`src/rtl/spi_master_xfer.sv`:
```
// rtl/spi_master_xfer.sv - parametrised SPI master word engine with ready/valid TX and pulsed RX
//
// Purpose: shifts one DATA_W-bit word per TX handshake over SPI in any
// CPOL/CPHA mode, MSB- or LSB-first, with a programmable SCK half-period and
// optional slave-select hold across back-to-back words.
//
// Ports:
//   PCLK, PRESETn        clock (rising edge), asynchronous active-low reset
//   CPOL, CPHA           SCK idle level / sample on trailing edge when 1
//   LSB_FIRST            bit 0 is shifted first when 1
//   CLK_DIV              SCK half-period minus one, in PCLK cycles
//   SS_SEL, HOLD_SS      slave select index / keep SS low into the next word
//   TX_VALID/TX_READY    word handshake, TX_DATA captured on accept
//   RX_VALID, RX_DATA    one-cycle pulse with the received word (held after)
//   BUSY                 word in progress
//   SCK, MOSI, MISO      SPI bus
//   SS_N                 active-low slave selects
module spi_master_xfer #(
    parameter int DATA_W = 8,
    parameter int NUM_SS = 4,
    parameter int DIV_W  = 8,
    localparam int SS_W  = (NUM_SS > 1) ? $clog2(NUM_SS) : 1
) (
    input  logic              PCLK,
    input  logic              PRESETn,
    input  logic              CPOL,
    input  logic              CPHA,
    input  logic              LSB_FIRST,
    input  logic [DIV_W-1:0]  CLK_DIV,
    input  logic [SS_W-1:0]   SS_SEL,
    input  logic              HOLD_SS,
    input  logic              TX_VALID,
    input  logic [DATA_W-1:0] TX_DATA,
    output logic              TX_READY,
    output logic              RX_VALID,
    output logic [DATA_W-1:0] RX_DATA,
    output logic              BUSY,
    output logic              SCK,
    output logic              MOSI,
    input  logic              MISO,
    output logic [NUM_SS-1:0] SS_N
);

    // Tick 1..2*DATA_W toggle SCK; one more tick closes the final half period.
    localparam int TW = $clog2(2 * DATA_W + 2);
    localparam logic [TW-1:0] LAST_EDGE = TW'(2 * DATA_W);
    localparam logic [TW-1:0] END_TICK  = TW'(2 * DATA_W + 1);

    typedef enum logic [1:0] {
        S_IDLE,
        S_LEAD,
        S_SHIFT,
        S_TRAIL
    } state_t;

    state_t              state_q, state_d;
    logic [DIV_W-1:0]    cnt_q, cnt_d;
    logic [DIV_W-1:0]    div_q, div_d;
    logic [TW-1:0]       tick_q, tick_d;
    logic                cpha_q, cpha_d;
    logic                lsb_q, lsb_d;
    logic                hold_q, hold_d;
    logic [DATA_W-1:0]   txw_q, txw_d;
    logic [DATA_W-1:0]   rxsh_q, rxsh_d;
    logic [DATA_W-1:0]   rx_data_q, rx_data_d;
    logic                rx_valid_q, rx_valid_d;
    logic                sck_q, sck_d;
    logic                mosi_q, mosi_d;
    logic [NUM_SS-1:0]   ss_n_q, ss_n_d;
    logic                rdy_en_q;

    logic                timer_done;
    logic [TW-1:0]       tick_n;
    logic [DATA_W-1:0]   txw_r, txw_l;
    logic                tx_ready;
    logic                accept;

    function automatic logic [NUM_SS-1:0] ss_decode(input logic [SS_W-1:0] sel);
        logic [NUM_SS-1:0] v;
        v = '1;
        // Out-of-range indices leave every select deasserted.
        for (int i = 0; i < NUM_SS; i++) begin
            if (int'(sel) == i) begin
                v[i] = 1'b0;
            end
        end
        return v;
    endfunction

    // Ready is masked for the first cycle out of reset.
    assign tx_ready = rdy_en_q &&
                      ((state_q == S_IDLE) || (state_q == S_TRAIL && timer_done && hold_q));
    assign accept   = TX_VALID && tx_ready;

    always_comb begin
        state_d    = state_q;
        cnt_d      = cnt_q;
        div_d      = div_q;
        tick_d     = tick_q;
        cpha_d     = cpha_q;
        lsb_d      = lsb_q;
        hold_d     = hold_q;
        txw_d      = txw_q;
        rxsh_d     = rxsh_q;
        sck_d      = sck_q;
        mosi_d     = mosi_q;
        ss_n_d     = ss_n_q;
        timer_done = (cnt_q == div_q);
        tick_n     = tick_q + TW'(1);
        // Bit k of the serial stream sits at either end of a shifted copy.
        txw_r      = txw_q >> tick_n[TW-1:1];
        txw_l      = txw_q << tick_n[TW-1:1];

        case (state_q)
            S_IDLE: begin
                sck_d  = CPOL;
                ss_n_d = '1;
            end
            S_LEAD, S_SHIFT: begin
                if (timer_done) begin
                    cnt_d  = '0;
                    tick_d = tick_n;
                    if (tick_n == END_TICK) begin
                        state_d = S_TRAIL;
                    end else begin
                        state_d = S_SHIFT;
                        sck_d   = ~sck_q;
                        // Odd ticks are leading edges; CPHA picks which edge samples.
                        if (tick_n[0] ^ cpha_q) begin
                            rxsh_d = lsb_q ? {MISO, rxsh_q[DATA_W-1:1]}
                                           : {rxsh_q[DATA_W-2:0], MISO};
                        end else if (tick_n < LAST_EDGE) begin
                            mosi_d = lsb_q ? txw_r[0] : txw_l[DATA_W-1];
                        end
                    end
                end else begin
                    cnt_d = cnt_q + DIV_W'(1);
                end
            end
            S_TRAIL: begin
                if (timer_done) begin
                    state_d = S_IDLE;
                    ss_n_d  = '1;
                end else begin
                    cnt_d = cnt_q + DIV_W'(1);
                end
            end
            default: begin
                state_d = S_IDLE;
            end
        endcase

        if (accept) begin
            state_d = S_LEAD;
            cnt_d   = '0;
            tick_d  = '0;
            div_d   = CLK_DIV;
            cpha_d  = CPHA;
            lsb_d   = LSB_FIRST;
            hold_d  = HOLD_SS;
            txw_d   = TX_DATA;
            rxsh_d  = '0;
            sck_d   = CPOL;
            ss_n_d  = ss_decode(SS_SEL);
            // CPHA=0 needs the first bit on the wire before the first edge.
            if (!CPHA) begin
                mosi_d = LSB_FIRST ? TX_DATA[0] : TX_DATA[DATA_W-1];
            end
        end

        // Registered look-ahead so the pulse lands on the last TRAIL cycle.
        rx_valid_d = (state_d == S_TRAIL) && (cnt_d == div_d);
        rx_data_d  = rx_valid_d ? rxsh_q : rx_data_q;
    end

    always_ff @(posedge PCLK or negedge PRESETn) begin
        if (!PRESETn) begin
            state_q    <= S_IDLE;
            cnt_q      <= '0;
            div_q      <= '0;
            tick_q     <= '0;
            cpha_q     <= 1'b0;
            lsb_q      <= 1'b0;
            hold_q     <= 1'b0;
            txw_q      <= '0;
            rxsh_q     <= '0;
            rx_data_q  <= '0;
            rx_valid_q <= 1'b0;
            sck_q      <= 1'b0;
            mosi_q     <= 1'b0;
            ss_n_q     <= '1;
            rdy_en_q   <= 1'b0;
        end else begin
            state_q    <= state_d;
            cnt_q      <= cnt_d;
            div_q      <= div_d;
            tick_q     <= tick_d;
            cpha_q     <= cpha_d;
            lsb_q      <= lsb_d;
            hold_q     <= hold_d;
            txw_q      <= txw_d;
            rxsh_q     <= rxsh_d;
            rx_data_q  <= rx_data_d;
            rx_valid_q <= rx_valid_d;
            sck_q      <= sck_d;
            mosi_q     <= mosi_d;
            ss_n_q     <= ss_n_d;
            rdy_en_q   <= 1'b1;
        end
    end

    assign TX_READY = tx_ready;
    assign RX_VALID = rx_valid_q;
    assign RX_DATA  = rx_data_q;
    assign BUSY     = (state_q != S_IDLE);
    assign SCK      = sck_q;
    assign MOSI     = mosi_q;
    assign SS_N     = ss_n_q;

endmodule

```
`config.mk`:
```
export PLATFORM = sky130hd
export DESIGN_NAME = spi_master_xfer
export DESIGN_NICKNAME = d
export VERILOG_FILES = /design/src/rtl/spi_master_xfer.sv
export SDC_FILE = /design/constraint.sdc
export NUM_CORES = 1
export LEC_CHECK = 0
export CORE_UTILIZATION = 55
export CTS_CLUSTER_DIAMETER = 80
export DETAILED_ROUTE_END_ITERATION = 8
export PLACE_DENSITY = 0.8
export REMOVE_ABC_BUFFERS = 1
export SLEW_MARGIN = 20
export SYNTH_ARGS = -nofsm -noshare
export SYNTH_HDL_FRONTEND = slang
export SYNTH_SLANG_ARGS = --single-unit
export TNS_END_PERCENT = 30
```
`constraint.sdc`:
```
create_clock -name PCLK -period 5.5 [get_ports PCLK]
set_clock_uncertainty 0.05 [all_clocks]
set_input_delay 0.55 -clock PCLK [delete_from_list [all_inputs] [get_ports PCLK]]
set_output_delay 0.55 -clock PCLK [all_outputs]
set_load 0.005 [all_outputs]
```
# Word level (Yosys, flattened, before mapping)
# Cells that the tools add are included.
[word_totals]
output_inout_bits = 17
memories = 0
latchBits = 0
inputBits = 26
word_cells = 94
ramBits = 0
ff_bits = 58
rom_bits = 0
[op_classes]
eq_ne = 14
n_mux = 39
shifts = 2
n_reduce_logical = 19
bitwise = 2
n_mul = 0
magnitude_cmp = 1
n_div = 0
addsub = 2
[ops]
columns = ["op", "count"]
rows = [
  ["$mux 8", 10],
  ["$mux 1", 17],
  ["$eq 8x8->1", 2],
  ["$pmux 8 s2", 1],
  ["$mux 5", 3],
  ["$eq 2x2->1 const B", 5],
  ["$ne 3x3->1 const B", 3],
  ["$add 8x1->8 const B", 1],
  ["$mux 4", 2],
  ["$pmux 4 s2", 1],
  ["$reduce_bool 2->1", 4],
  ["$shl 8x4->8", 1],
  ["$shr 8x4->1", 1],
  ["$mux 2", 3],
  ["$reduce_bool 3->1", 2],
  ["$add 5x1->5 const B", 1],
  ["$eq 5x5->1 const B", 1],
  ["$logic_and 1x1->1", 5],
  ["$lt 5x5->1 const B", 1],
  ["$eq 2x1->1 const B", 2],
  ["$logic_not 2->1", 2],
  ["$pmux 2 s2", 1],
  ["$reduce_and 2->1", 2],
  ["$reduce_and 4->1", 1],
  ["7 further kinds", 7],
]

# Longest topological paths before layout
[depth]
word_depth = 10
ltp_mapped = 15
ltp_nobuf = 13

# Worst setup path after synthesis
# Ideal clock, no wire load.
[synth_path]
path_kind = "register to register"
from = "reg cnt_q[1]"
to = "reg rx_data_q[0] (netlist: RX_DATA[0])"
setup_slack_ns = 1.204
synth_period_minus_slack_ns = 4.296
arrival_ns = 4.119
setup_ns = 0.128
stages_incl_launch_ff = 15
required_time_ns = 5.322
path_buffers = 1
path_cell_list = "dfrtp_1 -> xor2_1 -> or4_1 -> buf_2 -> nor2_1 -> clkinv_1 -> ha_1 -> nand2b_1 -> a31oi_1 -> xor2_1 -> a211oi_1 -> or4b_2 -> nor4b_1 -> nand4_2 -> mux2_1"
[synth_between]
elab_chain_len = 9
word_cells_on_any_way = 19
cone_classes = "add/sub: 1; eq/ne: 3; mux: 9; reduce/logical: 6"
[synth_lines]
columns = ["element", "line", "source"]
rows = [
  ["start: declaration", "57", "logic [DIV_W-1:0] cnt_q, cnt_d;"],
  ["start signal: assignment", "195", "cnt_q <= cnt_d;"],
  ["branches (longest 8 deep; another with $add 8x1->8)", "-", ""],
  ["$logic_and 1x1->1 *", "172", "rx_valid_d = (state_d == S_TRAIL) && (cnt_d == div_d);"],
  ["end signal: assignment", "203", "rx_data_q <= rx_data_d;"],
  ["end: declaration", "65", "logic [DATA_W-1:0] rx_data_q, rx_data_d;"],
]
# Every way passes the cells marked *.
# A chain may end at the register's enable or synchronous reset.

# Final worst setup path
[layout_path]
from = "reg cnt_q[1]"
to = "reg rx_data_q[7] (netlist: RX_DATA[7])"
# Same word-level chain as after synthesis.

==> results.cfg <==
[floorplan]
die_h_microns = 78.1
rows = 27
die_w_microns = 78.1
die_area_sq_mm = 0.00611
num_io_pins = 43
start_util_pct = 57.5
coreArea_sq_mm = 0.00554

[final_layout]
final_nets = 394
final_cell_area_sq_mm = 0.00382
diodes = 0
drive_gt1_share_pct = 9.29
syn_to_final_growth_pct = 19.8

[routing]
wl_met3_microns = 262
wl_met1_microns = 3090
firstDrtPassIters = 4
vias_per_cell = 5.66
ant_nets = 0
dr.max_layer_used = met4
wl_microns = 6960
wl_per_cell_microns = 15.9
drc_errors = 0
route.met2.wl_microns = 3510
dr.first_iter.drc_count = 111
num_vias = 2478

[cts]
tritoncts = done
insertion_delay_ps = 330
ctsHoldBuffers = 0
cts_buffers = 9
post_cts_buffers = 0
post_cts_resized = 0
cts_max_level = 3
clock_sinks = 58
clk_pin_slew_worst_paths_ps = 70
root_buffer = clkbuf_8
cts_buffer_depth = 2

[setup_path]
arrival_ps = 5110
crit_family = simple AND/OR/NAND/NOR gates
crit_slowest_cell = or4_1
path_buf_inv = 1
crit_path_max_fanout = 10
endpoint_kind = flop
startpoint_type = flop
reg2reg_setup_slack_ps = 550
crit_chain = xor2_1 > or4_1 > nor2_1 > clkinv_1 > ha_1 > nand2b_1 > a31oi_1 > xor2_1 > a211oi_1 > or4b_2 > nor4b_1 > nand4_2 > mux2_1
path_class = flop to flop
cp.required_ps = 5670
critical_path.max_stage_delay_ps = 710
path_common_cell = xor2_1

[logic_synthesis]
ys_async_sr_fraction_pct = 100
synth_cell_type_count = 47
netlist_area_sq_mm = 0.00319
yosysTopAreaCellShare_pct = 42.4
ys_ff_latch = 58
synth-edff-count = 0
yosysSeqAreaShare_pct = 45.7
synth_cells = 324
synth_top_cell_by_area = dfrtp_1
synth.top_cells.by_area = dfrtp_1, nand2_1, mux2i_1
synthFlopType = dfrtp_1
syn-mean-instance-area_sq_um = 9.84
synth_top_cells_by_count = dfrtp_1, nand2_1, nor2_1, clkbuf_1, xor2_1
synth_warnings = 0

[placement]
dp_hpwl_microns = 4870
portBuffers = 42
gp_congestion = 0.836
place_area_sq_mm = 0.00364

[sta]
hold_violations = 0
worstMarginPinSlew_ps = 740
min_period_over_period_pct = 89.9
setup_viol = 0
hold_ws_ps = 287
grt_setup_unrepaired = no
tns_ps = 0
clock.fmax_ghz = 0.202
min_period_ps = 4950
relSlewSlack_pct = 50.7
slew_violations = 0

[global_route]
grt-ovfl-total = 0
grt_pass1_vias = 2499
grt_first_pass_wirelength_microns = 11800
grt_use_total_pct = 25.1
grt_max_degree = 59
antenna_found_initial = 0

[run_status]
status = finished, final reports clean

[flow_run]
cap_viol_max_count = 0

[power]
p_per_area_mw_per_mm2 = 214
total_leakage_power_uw = 0.00174
vdd_drop_max_v = 0.000155

[hold_path]
hold_path_class = primary input to async pin
==> metal layers <==
layer	up-vias	track usage, %
li1	1205	-
met5	-	0
met1	1202	31.9
met4	0	10.4
met2	58	43.1
met3	13	3.49
==> registers in the layout (all words and copies together), names as in the netlist <==
name,flops
rdy_en_q,1
state_q,2
div_q,8
txw_q,8
rxsh_q,8
RX_VALID,1
SCK,1
RX_DATA,8
lsb_q,1
tick_q,5
SS_N,4
MOSI,1
cpha_q,1
cnt_q,8
hold_q,1
==> power by group <==
| part | internal, uW | switching, uW | leakage (uW) |
|---|---|---|---|
| logic | 16.5 | 13.0 | 0.000963 |
| registers | 427 | 0.288 | 0.000686 |
| clock network | 187 | 172 | 0.0000924 |
==> final timing paths <==
check	start	endpoint	cells past startpoint
min in group PCLK	hold_q$_DFFE_PN0N_	hold_q$_DFFE_PN0N_	2
worst min register to register	hold_q$_DFFE_PN0N_	hold_q$_DFFE_PN0N_	2
worst max-delay path	cnt_q[1]$_DFF_PN0_	RX_DATA[7]$_DFFE_PN0P_	13
max in group asynchronous	PRESETn	RX_DATA[6]$_DFFE_PN0P_	2
worst max register to register	cnt_q[1]$_DFF_PN0_	RX_DATA[7]$_DFFE_PN0P_	13
worst min-delay path	PRESETn	div_q[0]$_DFF_PN0_	2
==> kinds of logic (layout without fill, tap and decap cells) <==
group / count (synthesis) / after routing / share of synthesized area, %
muxes: 29 / 29 / 11.5
AOI/OAI and AO/OA: 53 / 53 / 11.7
and+or+nand+nor: 118 / 118 / 17.3
other: 1 / 1 / 0.118
xor gates and xnor gates: 26 / 26 / 7.14
adders and majority gates: 7 / 7 / 2.75
DFF: 58 / 58 / 45.7
buffers and inverters: 32 / 74 / 3.85
==> cell type report <==
class | count | area (sq um)
Clock inverter | 4 | 26.3
Multi-Input combinational cell | 234 | 1610
Fill cell | 434 | 1720
Tap cell | 72 | 90.1
Inverter | 14 | 52.6
Sequential cell | 58 | 1460
Timing Repair Buffer | 44 | 430
Clock buffer | 12 | 155
==> stage by stage <==
step | utilization [%] | power (uW) | setup WS (ps) | cells
CTS | 68.9 | 822 | 534 | 438
finish | 68.9 | 816 | 554 | 438
floorplan | - | 437 | 1160 | 306
detailed placement | 65.7 | 465 | 550 | 422
global route | 68.9 | 840 | 202 | 438
global placement | 65.7 | 465 | 640 | 422
==> cell usage in the layout, fill, tap and decap left out, drive strengths merged, types with 12 or more instances in the layout <==
master and instances:
inv 13, dfrtp 54, a211oi 12, mux2i 14, nor2 18, xor2 15, nand2 54, clkdlybuf4s50 41
clkbuf 12, nor3 12
Note: power is estimated with default switching activity, not from simulation.
